[config.mk]
export PLATFORM = sky130hd
export DESIGN_NAME = key_debounce
export DESIGN_NICKNAME = d
export VERILOG_FILES = /design/src/rtl/key_debounce.sv
export SDC_FILE = /design/constraint.sdc
export NUM_CORES = 1
export LEC_CHECK = 0
export CAP_MARGIN = 20
export CELL_PAD_IN_SITES_DETAIL_PLACEMENT = 0
export CELL_PAD_IN_SITES_GLOBAL_PLACEMENT = 1
export CORE_MARGIN = 2
export CORE_UTILIZATION = 41
export DETAILED_ROUTE_END_ITERATION = 10
export GPL_ROUTABILITY_DRIVEN = 0
export HOLD_SLACK_MARGIN = 0.05
export PLACE_DENSITY_LB_ADDON = 0.1
export RECOVER_POWER = 50
export SYNTH_ARGS = -nofsm -noshare
export SYNTH_HDL_FRONTEND = slang
export SYNTH_SLANG_ARGS = --single-unit
[constraint.sdc]
create_clock -name CLK_50 -period 2.3 [get_ports CLK_50]
set_clock_uncertainty 0.05 [all_clocks]
set_input_delay 0.46 -clock CLK_50 [delete_from_list [all_inputs] [get_ports CLK_50]]
set_output_delay 0.46 -clock CLK_50 [all_outputs]
set_load 0.05 [all_outputs]
[src/rtl/key_debounce.sv]
// Push-button conditioning: synchronizes raw active-low keys, debounces them on a
// shared sample tick, and derives press/release strobes plus long-press auto-repeat.
`timescale 1ns/1ps
module key_debounce #(
  parameter int N_KEYS       = 3,
  parameter int TICK_LEN     = 50_000,
  parameter int STABLE_TICKS = 20,
  parameter int HOLD_TICKS   = 1000,
  parameter int REPEAT_TICKS = 200
) (
  input  logic              CLK_50,
  input  logic              rst_n,
  input  logic [N_KEYS-1:0] KEY,
  output logic [N_KEYS-1:0] key_down,
  output logic [N_KEYS-1:0] key_press,
  output logic [N_KEYS-1:0] key_release,
  output logic [N_KEYS-1:0] key_hold,
  output logic [N_KEYS-1:0] key_repeat
);

  localparam int TICK_W   = (TICK_LEN > 1) ? $clog2(TICK_LEN) : 1;
  localparam int DB_W     = $clog2(STABLE_TICKS + 1);
  localparam int HOLD_MAX = (HOLD_TICKS > REPEAT_TICKS) ? HOLD_TICKS : REPEAT_TICKS;
  localparam int HOLD_W   = (HOLD_MAX > 1) ? $clog2(HOLD_MAX) : 1;

  typedef enum logic [1:0] {
    IDLE,
    DOWN,
    HELD
  } hold_state_e;

  logic [N_KEYS-1:0] sync1_q;
  logic [N_KEYS-1:0] sync2_q;
  logic [TICK_W-1:0] tick_cnt_q;
  logic              tick;

  // Reset value 1 makes every key read as released until proven otherwise.
  always_ff @(posedge CLK_50) begin
    if (!rst_n) begin
      sync1_q <= '1;
      sync2_q <= '1;
    end else begin
      sync1_q <= KEY;
      sync2_q <= sync1_q;
    end
  end

  assign tick = (tick_cnt_q == TICK_W'(TICK_LEN - 1));

  always_ff @(posedge CLK_50) begin
    if (!rst_n) begin
      tick_cnt_q <= '0;
    end else if (tick) begin
      tick_cnt_q <= '0;
    end else begin
      tick_cnt_q <= tick_cnt_q + 1'b1;
    end
  end

  for (genvar k = 0; k < N_KEYS; k++) begin : g_key
    logic              stable_q;
    logic              stable_d;
    logic [DB_W-1:0]   db_cnt_q;
    logic [DB_W-1:0]   db_cnt_d;
    logic [HOLD_W-1:0] hold_cnt_q;
    hold_state_e       state_q;
    logic              down_q;
    logic              press_q;
    logic              release_q;
    logic              hold_q;
    logic              repeat_q;
    logic              press_acc;
    logic              release_acc;

    // Any sample agreeing with the accepted level restarts the count, so only a
    // level that disagrees on STABLE_TICKS consecutive ticks gets through.
    always_comb begin
      stable_d = stable_q;
      db_cnt_d = db_cnt_q;
      if (sync2_q[k] == stable_q) begin
        db_cnt_d = '0;
      end else if (tick) begin
        if (db_cnt_q == DB_W'(STABLE_TICKS - 1)) begin
          stable_d = sync2_q[k];
          db_cnt_d = '0;
        end else begin
          db_cnt_d = db_cnt_q + 1'b1;
        end
      end
    end

    assign press_acc   = stable_q & ~stable_d;
    assign release_acc = ~stable_q & stable_d;

    always_ff @(posedge CLK_50) begin
      if (!rst_n) begin
        stable_q   <= 1'b1;
        db_cnt_q   <= '0;
        hold_cnt_q <= '0;
        state_q    <= IDLE;
        down_q     <= 1'b0;
        press_q    <= 1'b0;
        release_q  <= 1'b0;
        hold_q     <= 1'b0;
        repeat_q   <= 1'b0;
      end else begin
        stable_q  <= stable_d;
        db_cnt_q  <= db_cnt_d;
        down_q    <= ~stable_d;
        press_q   <= press_acc;
        release_q <= release_acc;
        repeat_q  <= 1'b0;
        case (state_q)
          IDLE: begin
            if (press_acc) begin
              state_q    <= DOWN;
              hold_cnt_q <= '0;
            end
          end
          DOWN: begin
            if (release_acc) begin
              state_q    <= IDLE;
              hold_cnt_q <= '0;
              hold_q     <= 1'b0;
            end else if (tick) begin
              if (hold_cnt_q == HOLD_W'(HOLD_TICKS - 1)) begin
                state_q    <= HELD;
                hold_q     <= 1'b1;
                repeat_q   <= 1'b1;
                hold_cnt_q <= '0;
              end else begin
                hold_cnt_q <= hold_cnt_q + 1'b1;
              end
            end
          end
          HELD: begin
            // Release is checked first so it suppresses a coincident repeat.
            if (release_acc) begin
              state_q    <= IDLE;
              hold_cnt_q <= '0;
              hold_q     <= 1'b0;
            end else if (tick) begin
              if (hold_cnt_q == HOLD_W'(REPEAT_TICKS - 1)) begin
                repeat_q   <= 1'b1;
                hold_cnt_q <= '0;
              end else begin
                hold_cnt_q <= hold_cnt_q + 1'b1;
              end
            end
          end
          default: begin
            state_q    <= IDLE;
            hold_cnt_q <= '0;
            hold_q     <= 1'b0;
          end
        endcase
      end
    end

    assign key_down[k]    = down_q;
    assign key_press[k]   = press_q;
    assign key_release[k] = release_q;
    assign key_hold[k]    = hold_q;
    assign key_repeat[k]  = repeat_q;
  end

endmodule

==> reports/metrics.cfg <==
[clocking]
cts_max_level = 3
tritoncts = built
cts_buffer_depth = 2
numCtsBuffers = 9
cts.sinks = 91
clk_latency_ps = 360
clk_pin_slew_ps = 100
postCtsHoldBufs = 0
cts_root_buf = clkbuf_8

[power_and_ir_drop]
combPwrFrac_pct = 2.1
leakagePower_uw = 0.00177
power_uw = 2760
p_sw_uw = 639
p_int_uw = 2120
swShare_pct = 23.1
seq_power_share_pct = 57.5
p_clk_share_pct = 40.4
power_density_nw_per_um2 = 543
ir_worst_vdd_uv = 332

[floorplanning]
io_pins = 20
die_w_um = 107
fp-row-count = 37
dieArea_um2 = 11500
core_area_um2 = 10300
die_height_um = 107
initial_core_util_pct = 42.2

[detailed_routing]
post_drt_wl_per_cell_um = 13.3
routed_via_density = 5.20
wl_mm = 9.13
first_iter_violations = 124
dr.pass1.iters = 6
drc = 0
antenna_left = 0
vias = 3578

[cells_and_area]
drive_gt1_share_pct = 13.4
post-route-util_pct = 49.3
multiInputGateArea_um2 = 2390
area_growth_pct = 16.6
seqCellArea_um2 = 1830
final_nets = 568
diodes = 0
fillers = 1017
fin_area_um2 = 5080

[timing]
drv_slew = 0
fin_crit_sh_pct = 103
hold_ws_ps = 368
hold_viol_final = 0
setup_viol = 5
worstMarginPinSlew_ps = 685
maxSlewHeadroom_pct = 54.3
fmax_mhz = 423
rsz0062_at_grt = yes
setup_tns_ps = -136
timing.final.ws_setup_ps = -63.2
fin_crit_ps = 2360

[critical_path]
slowest_delay_ps = 450
r2r_slack_ps = -60
cp.required_ps = 2540
worstPathArrival_ps = 2600
cp_max_fo = 7
cp-end-kind = flip-flop
worstRegToRegCells = 7
startpoint_type = flip-flop
crit-reg2reg-capture = g_key[2].hold_cnt_q[8]
crit_slowest_cell = or4_4
crit_chain = ha_1 -> and4bb_2 -> nand4_4 -> or3_4 -> a221o_1 -> or4_4 -> a21oi_2
r2r_start = g_key[2].db_cnt_q[0]
worstSetupPathType = flip-flop to flip-flop

[hold_path]
hold_path_end = sync2_q[2]
worstHoldStart = sync1_q[2]
hold_path_class = flip-flop to flip-flop
hold_depth = 1

[synth]
syn_inst = 511
synth_top_area_cell = dfxtp_1
synth.area.top_cells = dfxtp_1, nor2_1, ha_1
post_synth.cell_area_avg_um2 = 8.53
synth_warnings = 0
syn-cell-area_um2 = 4360
synth_edf_count = 0
synth_top_area_share_pct = 41.8
synth_ff_type = dfxtp_1
ys_types = 55
synth_nets = 532
synthArstFlopShare_pct = 0
seq_area_frac_synth_pct = 41.8
ys_seq_elements = 91

[global_route]
grt_use_met3_pct = 4.07
grt_max_degree = 22
antenna_found_initial = 0
grt_pass1_wl_mm = 15.9
use_met1_pct = 21.6
grt.overflow.total = 0
global_route.usage.met2_pct = 28.6
grt_pass1_vias = 3577
grt.total_usage_pct = 17.1
top_usage_layer = met2

[placed_design]
place_area_um2 = 4820
hpwl_mm = 6.47
portBuffers = 19

[run_status]
status = complete, but fails checks
violations = setup timing

[run]
max_cap_viol_count = 0

[flip-flops by register name, summed over array words and instances, names as in the netlist, 6 cells and up]
register / count
g_key.db_cnt_q: 15
g_key.hold_cnt_q: 30
tick_cnt_q: 16
g_key.state_q: 6
[cell families (layout without fill, tap and decap cells)]
group / after synthesis / in the layout / share of synthesized area (%)
adders and majority gates: 16 / 16 / 4.59
DFF: 91 / 91 / 41.8
xor gates and xnor gates: 36 / 36 / 7.23
and+or+nand+nor: 244 / 244 / 29.5
buffers and inverters: 39 / 80 / 4.65
muxes: 5 / 5 / 1.15
AOI/OAI and AO/OA: 80 / 80 / 11.1
[how the worst max path moves through the flow]
| stage | startpoint | to | slack [ps] | depth (start not counted) |
|---|---|---|---|---|
| after floorplan | g_key[2].db_cnt_q[0] | g_key[2].hold_cnt_q[8] | 0.5 | 7 |
| after global placement | g_key[2].db_cnt_q[0] | g_key[2].hold_cnt_q[8] | -30 | 7 |
| after detailed placement | g_key[2].db_cnt_q[0] | g_key[2].hold_cnt_q[8] | -40 | 7 |
| after CTS | g_key[2].db_cnt_q[0] | g_key[2].hold_cnt_q[8] | -70 | 7 |
| after global routing | g_key[2].db_cnt_q[0] | g_key[2].hold_cnt_q[8] | -120 | 7 |
| final | g_key[2].db_cnt_q[0] | g_key[2].hold_cnt_q[8] | -60 | 7 |
[worst max-delay path: cells and delay by family (launching register included)]
kind | cells | cell delay, ps
compound gates | 2 | 560
fa+ha+maj | 1 | 160
flops | 1 | 340
simple gates | 4 | 1190
[cells in the final DEF, fill, tap and decap left out, types with 13 or more instances in the layout]
master            n
xor2_1           18
clkdlybuf4s50_1  19
xnor2_1          18
nand3_1          20
a21oi_1          25
nand2_1          51
buf_4            29
ha_1             15
dfxtp_1          87
nor2_1           70
o21ai_0          23
nor3_1           13
inv_1            13
[metal layers]
metal	wire (um)	vias up	part of all wire, %
met5	0	-	0
met1	4400	1686	48
met2	4380	40	48
met3	234	11	2.6
li1	-	1841	-
met4	110	0	1.2
[cell usage after synthesis (all sizes together), types with 6 or more instances]
cell type,number
a21oi,27
and2,6
and3,10
buf,17
clkbuf,9
dfxtp,91
ha,16
inv,13
nand2,51
nand2b,7
nand3,20
nand4,11
nor2,70
nor2b,9
nor3,14
nor4,8
o21ai,26
or3,6
xnor2,18
xor2,18
[power by group through the flow]
stage / Combinational, uW / Clock, uW / Sequential, uW
CTS: 59.7 / 1180 / 1590
floorplan: 30.9 / 0 / 1630
global placement: 59.5 / 0 / 1620
global route: 65.4 / 1240 / 1590
finish: 58.3 / 1120 / 1590
detailed placement: 59.5 / 0 / 1630
[stage by stage]
step	cells	setup slack (ps)
global route	688	-121
global placement	670	-30.1
CTS	687	-65.3
floorplan	511	0.537
finish	688	-63.2
detailed placement	670	-35.6
[final cells by class]
| type | instances | share of cell area [%] |
|---|---|---|
| Tap cell | 136 | 3.35 |
| Timing Repair Buffer | 51 | 8.88 |
| Sequential cell | 91 | 35.9 |
| Multi-Input combinational cell | 381 | 46.9 |
| Inverter | 13 | 0.960 |
| Clock inverter | 6 | 1.45 |
| Clock buffer | 10 | 2.51 |
[repair_timing]
item                                    4_1_cts  5_1_grt
endpoints found under the hold margin         0        0
buffers inserted                              1        1
gates resized for setup                       3       11
cloned                                        0        0
endpoints found under the setup margin        5       13
pin swaps                                     3        4
Power figures use the tool's default switching activity.
